[src/rtl/snn_frame_ctrl_pkg.sv]
// ============================================================================
// Module   : snn_pkg
// Brief    : Shared state encoding and frame geometry for snn_frame_ctrl.
// Revision : 1.0 - initial release
// ============================================================================
`default_nettype none

package snn_pkg;

   localparam int NUM_PIXELS   = 784;
   localparam int PIXEL_ADDR_W = 10;

   typedef enum logic [2:0] {
      IDLE  = 3'd0,
      LOAD  = 3'd1,
      GAP   = 3'd2,
      START = 3'd3,
      RUN   = 3'd4,
      SEND  = 3'd5,
      TXW   = 3'd6
   } state_e;

endpackage

`default_nettype wire

[src/rtl/snn_frame_ctrl_if.sv]
// ============================================================================
// Module   : snn_frame_ctrl_if
// Brief    : UART, input-RAM and core handshake bundle of the frame sequencer.
// Revision : 1.0 - initial release
// ============================================================================
`default_nettype none

interface snn_frame_ctrl_if
   import snn_pkg::*;
#(
   parameter int ADDR_W = PIXEL_ADDR_W
);

   logic              rx_rdy;
   logic [7:0]        rx_data;
   logic              ram_we;
   logic              ram_wdata;
   logic [ADDR_W-1:0] ram_addr;
   logic [ADDR_W-1:0] core_addr;
   logic              core_start;
   logic              core_done;
   logic [3:0]        core_digit;
   logic              tx_start;
   logic [7:0]        tx_data;
   logic              tx_rdy;
   logic              busy;
   logic              overrun;

   // Controller side
   modport master (
      input  rx_rdy, rx_data, core_addr, core_done, core_digit, tx_rdy,
      output ram_we, ram_wdata, ram_addr, core_start, tx_start, tx_data,
             busy, overrun
   );

   // Environment side (UART, RAM, core)
   modport slave (
      output rx_rdy, rx_data, core_addr, core_done, core_digit, tx_rdy,
      input  ram_we, ram_wdata, ram_addr, core_start, tx_start, tx_data,
             busy, overrun
   );

endinterface

`default_nettype wire

[src/rtl/snn_frame_ctrl.sv]
// ============================================================================
// Module   : snn_frame_ctrl
// Brief    : Unpacks a received image frame into the pixel RAM, runs the SNN
//            core and returns the classified digit. Optional FRAME_TIMEOUT_EN
//            aborts a frame stalled mid-stream for TIMEOUT_CYC cycles.
// Revision : 1.0 - initial release
// ============================================================================
`default_nettype none

module snn_frame_ctrl
   import snn_pkg::*;
#(
   parameter int         NUM_BYTES     = NUM_PIXELS / 8,
   parameter int         ADDR_W        = PIXEL_ADDR_W,
   parameter logic [3:0] RESULT_PREFIX = 4'h3
`ifdef FRAME_TIMEOUT_EN
   ,
   parameter int         TIMEOUT_CYC   = 500000
`endif
)(
   input  logic             clk,
   input  logic             rst_n,
   snn_frame_ctrl_if.master ctrl_if
);

   localparam int                BYTE_W    = ADDR_W - 3;
   localparam logic [BYTE_W-1:0] LAST_BYTE = BYTE_W'(NUM_BYTES - 1);

   state_e            state_q,    state_d;
   logic [7:0]        shift_q,    shift_d;
   logic [2:0]        bit_cnt_q,  bit_cnt_d;
   logic [BYTE_W-1:0] byte_cnt_q, byte_cnt_d;
   logic [7:0]        hold_q,     hold_d;
   logic              hold_vld_q, hold_vld_d;
   logic              overrun_q,  overrun_d;
   logic [7:0]        tx_data_q,  tx_data_d;
   logic              guard_q,    guard_d;

`ifdef FRAME_TIMEOUT_EN
   localparam int               GAP_W    = $clog2(TIMEOUT_CYC);
   localparam logic [GAP_W-1:0] GAP_LAST = GAP_W'(TIMEOUT_CYC - 1);

   logic [GAP_W-1:0] gap_cnt_q, gap_cnt_d;
`endif

   always_ff @(posedge clk or negedge rst_n) begin
      if (!rst_n) begin
         state_q    <= IDLE;
         shift_q    <= '0;
         bit_cnt_q  <= '0;
         byte_cnt_q <= '0;
         hold_q     <= '0;
         hold_vld_q <= 1'b0;
         overrun_q  <= 1'b0;
         tx_data_q  <= '0;
         guard_q    <= 1'b0;
`ifdef FRAME_TIMEOUT_EN
         gap_cnt_q  <= '0;
`endif
      end else begin
         state_q    <= state_d;
         shift_q    <= shift_d;
         bit_cnt_q  <= bit_cnt_d;
         byte_cnt_q <= byte_cnt_d;
         hold_q     <= hold_d;
         hold_vld_q <= hold_vld_d;
         overrun_q  <= overrun_d;
         tx_data_q  <= tx_data_d;
         guard_q    <= guard_d;
`ifdef FRAME_TIMEOUT_EN
         gap_cnt_q  <= gap_cnt_d;
`endif
      end
   end

   always_comb begin
      state_d    = state_q;
      shift_d    = shift_q;
      bit_cnt_d  = bit_cnt_q;
      byte_cnt_d = byte_cnt_q;
      hold_d     = hold_q;
      hold_vld_d = hold_vld_q;
      overrun_d  = overrun_q;
      tx_data_d  = tx_data_q;
      guard_d    = 1'b0;
`ifdef FRAME_TIMEOUT_EN
      gap_cnt_d  = '0;
`endif

      case (state_q)
         IDLE: begin
            if (ctrl_if.rx_rdy) begin
               shift_d    = ctrl_if.rx_data;
               bit_cnt_d  = '0;
               byte_cnt_d = '0;
               hold_vld_d = 1'b0;
               overrun_d  = 1'b0;
               state_d    = LOAD;
            end
         end

         LOAD: begin
            shift_d   = {1'b0, shift_q[7:1]};
            bit_cnt_d = bit_cnt_q + 3'd1;
            if (ctrl_if.rx_rdy) begin
               if (hold_vld_q) begin
                  overrun_d = 1'b1;
               end else begin
                  hold_d     = ctrl_if.rx_data;
                  hold_vld_d = 1'b1;
               end
            end
            if (bit_cnt_q == 3'd7) begin
               if (byte_cnt_q == LAST_BYTE) begin
                  // Anything queued beyond the last byte belongs to no frame.
                  if (ctrl_if.rx_rdy || hold_vld_q) begin
                     overrun_d = 1'b1;
                  end
                  hold_vld_d = 1'b0;
                  state_d    = START;
               end else begin
                  byte_cnt_d = byte_cnt_q + 1'b1;
                  if (hold_vld_q) begin
                     shift_d    = hold_q;
                     hold_vld_d = 1'b0;
                  end else begin
                     state_d = GAP;
                  end
               end
            end
         end

         GAP: begin
            if (hold_vld_q) begin
               shift_d    = hold_q;
               hold_vld_d = ctrl_if.rx_rdy;
               if (ctrl_if.rx_rdy) begin
                  hold_d = ctrl_if.rx_data;
               end
               state_d = LOAD;
            end else if (ctrl_if.rx_rdy) begin
               shift_d = ctrl_if.rx_data;
               state_d = LOAD;
            end
`ifdef FRAME_TIMEOUT_EN
            else if (gap_cnt_q == GAP_LAST) begin
               byte_cnt_d = '0;
               state_d    = IDLE;
            end else begin
               gap_cnt_d = gap_cnt_q + 1'b1;
            end
`endif
         end

         START: begin
            state_d = RUN;
         end

         RUN: begin
            if (ctrl_if.core_done) begin
               tx_data_d = {RESULT_PREFIX, ctrl_if.core_digit};
               state_d   = SEND;
            end
         end

         SEND: begin
            if (ctrl_if.tx_rdy) begin
               guard_d = 1'b1;
               state_d = TXW;
            end
         end

         TXW: begin
            // tx_rdy may still read high the cycle after tx_start; skip it.
            if (!guard_q && ctrl_if.tx_rdy) begin
               byte_cnt_d = '0;
               bit_cnt_d  = '0;
               state_d    = IDLE;
            end
         end

         default: begin
            state_d = IDLE;
         end
      endcase

      if (ctrl_if.rx_rdy && ((state_q == START) || (state_q == RUN) ||
                             (state_q == SEND)  || (state_q == TXW))) begin
         overrun_d = 1'b1;
      end
   end

   assign ctrl_if.ram_we     = (state_q == LOAD);
   assign ctrl_if.ram_wdata  = shift_q[0];
   assign ctrl_if.ram_addr   = ctrl_if.ram_we ? {byte_cnt_q, bit_cnt_q}
                                              : ctrl_if.core_addr;
   assign ctrl_if.core_start = (state_q == START);
   assign ctrl_if.tx_start   = (state_q == SEND) && ctrl_if.tx_rdy;
   assign ctrl_if.tx_data    = tx_data_q;
   assign ctrl_if.busy       = (state_q != IDLE);
   assign ctrl_if.overrun    = overrun_q;

endmodule

`default_nettype wire
[src/flat_wrapper.sv]
// flat-port wrapper written by rule: the top's interface ports become plain ports
module snn_frame_ctrl_flat import snn_pkg::*;
#(
   parameter int         NUM_BYTES     = NUM_PIXELS / 8,
   parameter int         ADDR_W        = PIXEL_ADDR_W,
   parameter logic [3:0] RESULT_PREFIX = 4'h3

)
  (clk, rst_n, ctrl_if_rx_rdy, ctrl_if_rx_data, ctrl_if_core_addr, ctrl_if_core_done, ctrl_if_core_digit, ctrl_if_tx_rdy, ctrl_if_ram_we, ctrl_if_ram_wdata, ctrl_if_ram_addr, ctrl_if_core_start, ctrl_if_tx_start, ctrl_if_tx_data, ctrl_if_busy, ctrl_if_overrun);
  snn_frame_ctrl_if #(.ADDR_W(ADDR_W)) ctrl_if_i ();
  input  logic clk;
  input  logic rst_n;
  input wire logic [$bits(ctrl_if_i.rx_rdy)-1:0] ctrl_if_rx_rdy;
  input wire logic [$bits(ctrl_if_i.rx_data)-1:0] ctrl_if_rx_data;
  input wire logic [$bits(ctrl_if_i.core_addr)-1:0] ctrl_if_core_addr;
  input wire logic [$bits(ctrl_if_i.core_done)-1:0] ctrl_if_core_done;
  input wire logic [$bits(ctrl_if_i.core_digit)-1:0] ctrl_if_core_digit;
  input wire logic [$bits(ctrl_if_i.tx_rdy)-1:0] ctrl_if_tx_rdy;
  output wire logic [$bits(ctrl_if_i.ram_we)-1:0] ctrl_if_ram_we;
  output wire logic [$bits(ctrl_if_i.ram_wdata)-1:0] ctrl_if_ram_wdata;
  output wire logic [$bits(ctrl_if_i.ram_addr)-1:0] ctrl_if_ram_addr;
  output wire logic [$bits(ctrl_if_i.core_start)-1:0] ctrl_if_core_start;
  output wire logic [$bits(ctrl_if_i.tx_start)-1:0] ctrl_if_tx_start;
  output wire logic [$bits(ctrl_if_i.tx_data)-1:0] ctrl_if_tx_data;
  output wire logic [$bits(ctrl_if_i.busy)-1:0] ctrl_if_busy;
  output wire logic [$bits(ctrl_if_i.overrun)-1:0] ctrl_if_overrun;
  assign ctrl_if_i.rx_rdy = ctrl_if_rx_rdy;
  assign ctrl_if_i.rx_data = ctrl_if_rx_data;
  assign ctrl_if_i.core_addr = ctrl_if_core_addr;
  assign ctrl_if_i.core_done = ctrl_if_core_done;
  assign ctrl_if_i.core_digit = ctrl_if_core_digit;
  assign ctrl_if_i.tx_rdy = ctrl_if_tx_rdy;
  assign ctrl_if_ram_we = ctrl_if_i.ram_we;
  assign ctrl_if_ram_wdata = ctrl_if_i.ram_wdata;
  assign ctrl_if_ram_addr = ctrl_if_i.ram_addr;
  assign ctrl_if_core_start = ctrl_if_i.core_start;
  assign ctrl_if_tx_start = ctrl_if_i.tx_start;
  assign ctrl_if_tx_data = ctrl_if_i.tx_data;
  assign ctrl_if_busy = ctrl_if_i.busy;
  assign ctrl_if_overrun = ctrl_if_i.overrun;
  snn_frame_ctrl #(.NUM_BYTES(NUM_BYTES), .ADDR_W(ADDR_W), .RESULT_PREFIX(RESULT_PREFIX)) u_core (.clk(clk), .rst_n(rst_n), .ctrl_if(ctrl_if_i));
endmodule
[config.mk]
export PLATFORM = sky130hd
export DESIGN_NAME = snn_frame_ctrl_flat
export DESIGN_NICKNAME = d
export VERILOG_FILES = /design/src/rtl/snn_frame_ctrl_pkg.sv /design/src/rtl/snn_frame_ctrl_if.sv /design/src/rtl/snn_frame_ctrl.sv /design/src/flat_wrapper.sv
export SDC_FILE = /design/constraint.sdc
export NUM_CORES = 1
export LEC_CHECK = 0
export CAP_MARGIN = 20
export CORE_MARGIN = 2
export CORE_UTILIZATION = 25
export DETAILED_ROUTE_END_ITERATION = 6
export GPL_TIMING_DRIVEN = 0
export PLACE_DENSITY = 0.58
export SKIP_LAST_GASP = 1
export SYNTH_ARGS = -nofsm -noshare
export SYNTH_HDL_FRONTEND = slang
export SYNTH_SLANG_ARGS = --single-unit
[constraint.sdc]
create_clock -name clk -period 1.9 [get_ports clk]
set_input_delay 0.38 -clock clk [delete_from_list [all_inputs] [get_ports clk]]
set_output_delay 0.38 -clock clk [all_outputs]
set_load 0.005 [all_outputs]
==> key figures <==
Finish
  • Synth-to-layout area growth: 41.7%
  • Inserted Diodes: 0
  • Final Non-Filler Cells: 428
  • Layout cells sized above 1: 0.278
  • Post-layout nets: 350

Synthesis
  • FFs w/ async S/R, synth: 1.00
  • Post-synth EDFFs: 0
  • Seq cells post-synth: 37
  • Synthesized area per cell: 8.67 sq um
  • Synth warn: 0
  • Gate Count Post-Synth: 251
  • Area share of the largest cell type after synthesis: 0.426
  • Register area share after synthesis: 0.426
  • Count leader, synth: nand2_1
  • Top cell type by total area after synthesis: dfrtp_1
  • Mapped cell area: 2180 sq um
  • Post-synthesis cell type count: 47
  • Synth cell count leaders: 53 x nand2_1, 37 x dfrtp_1, 21 x o21ai_0
  • Main synth FF type: dfrtp_1
  • Area contributors post-synth: dfrtp_1 43%, nand2_1 9.1%, mux2_2 6.2%, o21ai_0 4.8%, nor2_1 3.3%

Clocking
  • CTS tree: built
  • CTS root buffer: clkbuf_8
  • Clock Latency Late Sink: 0.29 ns
  • Clock Sink Count: 37
  • # H-tree levels: 2
  • Clk buf depth: 2
  • Reg clk slew, reported paths: 0.07 ns
  • CTS Buf Count: 5

STA
  • Final setup fails: 3
  • Post-layout minimum cycle time: 1.98 ns
  • Final Hold Viols: 0
  • PnR worst setup slack: -0.0837 ns
  • Fin Clk Skew: 0.00227 ns
  • Final Slew Violations: 0
  • Actual slew at the worst max-slew pin: 0.863 ns
  • Achievable clock frequency: 0.504 GHz
  • Final period util: 1.04
  • Slew Limit Headroom: 0.425
  • Unrepaired setup endpoints after global routing: true

Floorplan
  • FP Rows: 34
  • DIE HEIGHT: 97.3 um
  • Initial core utilization: 0.253
  • Top Ports: 51
  • Core footprint: 8590 sq um
  • Die ar.: 9470 sq um
  • Die X: 97.3 um

Critical path
  • R2r setup slk: 0.02 ns
  • Startpoint type of the worst setup path: register
  • Worst r2r src: u_core.byte_cnt_q[3]$_DFFE_PN0P_
  • Critical setup path kind: reg -> out
  • Critical Path RT: 1.52 ns
  • CP max FO: 10
  • Reg-to-reg endpoint: u_core.shift_q[0]$_DFFE_PN0P_
  • Worst Setup End Kind: output port
  • Worst reg2reg path depth: 5
  • CP arrival: 1.60 ns

Detailed routing
  • DRC: 0
  • DR WL met3: 326 um
  • WL/cell: 13.8 um
  • 1st-iter DRT viols: 138
  • Highest routed metal layer: met4
  • DRT Pass-1 Iters: 4
  • Vias per cell: 4.80
  • M1 WL: 2750 um
  • DR WL met2: 2760 um
  • Drt total wl: 5920 um
  • Antenna viol nets, final: 0
  • Via Count: 2,055

Job
  • Max_cap viols: 0

Place
  • DP Cell Count: 407
  • GP Congestion: 0.849
  • PortBufs: 47
  • Post-DP HPWL: 3900 um
  • Dpl ws: -0.637 ns

Power
  • Power share of the clock group: 0.134
  • Register share of total power: 0.320
  • Pwr dens: 1320 nW/um^2
  • Switch Pwr: 1.60 mW
  • Internal power: 2.47 mW
  • Sw Share: 0.393
  • Comb power frac: 0.547
  • VDD IR max: 352 uV
  • P_leak: 1.36 nW

Global route
  • Overflow after GRT: 0
  • GRT Util Overall: 0.127
  • Largest net degree at the start of global routing: 38
  • Vias in the first global route: 2,058
  • First-pass GRT wire length: 9910 um
  • Initial antenna violation count: 0

Outcome
  • Status: finished, violations left
  • Violated checks: setup timing

Min path
  • Worst min path class: in -> async
power groups by stage:
stage	registers [mW]	clock network, mW	logic, mW
after floorplan	1.26	0	1.21
after global placement	1.29	0	1.86
after detailed placement	1.30	0	1.90
after CTS	1.29	0.565	2.14
after global routing	1.34	0.598	2.47
final	1.30	0.544	2.23
state kept, by name (all words and copies together), names as in the netlist:
signal / count
u_core.hold_q: 8
u_core.ctrl_if.overrun: 1
u_core.state_q: 3
u_core.ctrl_if.tx_data: 5
u_core.byte_cnt_q: 7
u_core.shift_q: 8
u_core.bit_cnt_q: 3
u_core.guard_q: 1
u_core.hold_vld_q: 1
routing by layer:
metal,vias up,track usage
met2,61,0.209
met5,-,0
met3,9,0.0266
met1,963,0.167
met4,0,0.0395
li1,1022,-
through the flow:
step	hold slack [ns]	cell area (sq um)	utilization	TNS, ns	power [mW]
global route	0.270	3080	0.359	-1.08	4.41
detailed placement	0.494	2780	0.324	-7.24	3.20
global placement	0.483	2790	0.324	-27.53	3.15
CTS	0.235	2990	0.348	-0.306	3.99
floorplan	0.0844	2180	-	0	2.47
finish	0.199	3080	0.359	-0.166	4.07
cells in the final DEF, fill, tap and decap left out, types with 5 or more instances in the layout:
| master | n |
|---|---|
| a31oi_1 | 10 |
| nand2_1 | 41 |
| buf_6 | 5 |
| a311o_1 | 6 |
| buf_2 | 10 |
| mux2_2 | 12 |
| inv_1 | 10 |
| clkbuf_1 | 5 |
| nor2_1 | 19 |
| nand2_2 | 9 |
| buf_4 | 15 |
| dfrtp_1 | 33 |
| a21oi_1 | 9 |
| o21ai_0 | 20 |
| clkdlybuf4s50_1 | 33 |
| clkbuf_8 | 6 |
logic make-up after synthesis:
family / after synthesis / synth area share
adders and majority gates: 4 / 0.0230
xor gates and xnor gates: 1 / 0.00403
other: 1 / 0.00172
AOI/OAI and AO/OA: 66 / 0.204
muxes: 12 / 0.0621
and+or+nand+nor: 101 / 0.216
DFF: 37 / 0.426
buffers and inverters: 29 / 0.0638
layout make-up:
cell class | count | area, sq um
sequential | 37 | 931
buffer | 16 | 153
clock inverter | 2 | 10.0
inverter | 12 | 55.1
fill | 885 | 5510
tap | 108 | 135
timing repair buffer | 61 | 526
clock buffer | 6 | 72.6
multi-input combinational | 186 | 1200
critical path, cell delays in order (launching register included):
cell and delay, ns:
dfrtp_1 0.37, buf_8 0.14, clkbuf_8 0.15, and3_1 0.16
clkdlybuf4s50_1 0.49
what timing repair did:
| item | 4_1_cts | 5_1_grt |
|---|---|---|
| setup buffers | 8 | 5 |
| resized for setup | 75 | 30 |
| pin swaps | 3 | 17 |
| gates cloned | 1 | 0 |
| endpoints found under the setup margin | 30 | 31 |
| hold buffers | 0 | 0 |
| endpoints found under the hold margin | 0 | 0 |
how the worst max path moves through the flow:
| stage | from | slack, ns | cells past startpoint | endpoint |
|---|---|---|---|---|
| after floorplan | u_core.byte_cnt_q[4]$_DFFE_PN0P_ | 0.13 | 5 | u_core.shift_q[0]$_DFFE_PN0P_ |
| after global placement | u_core.state_q[1]$_DFFE_PN0P_ | -0.60 | 7 | ctrl_if_ram_addr[6] |
| after detailed placement | u_core.state_q[1]$_DFFE_PN0P_ | -0.64 | 7 | ctrl_if_ram_addr[6] |
| after CTS | u_core.state_q[0]$_DFFE_PN0P_ | -0.12 | 7 | ctrl_if_ram_addr[6] |
| after global routing | u_core.state_q[0]$_DFFE_PN0P_ | -0.17 | 7 | ctrl_if_ram_addr[6] |
| final | u_core.state_q[0]$_DFFE_PN0P_ | -0.08 | 4 | ctrl_if_core_start |
(Power assumes the default switching activity.)
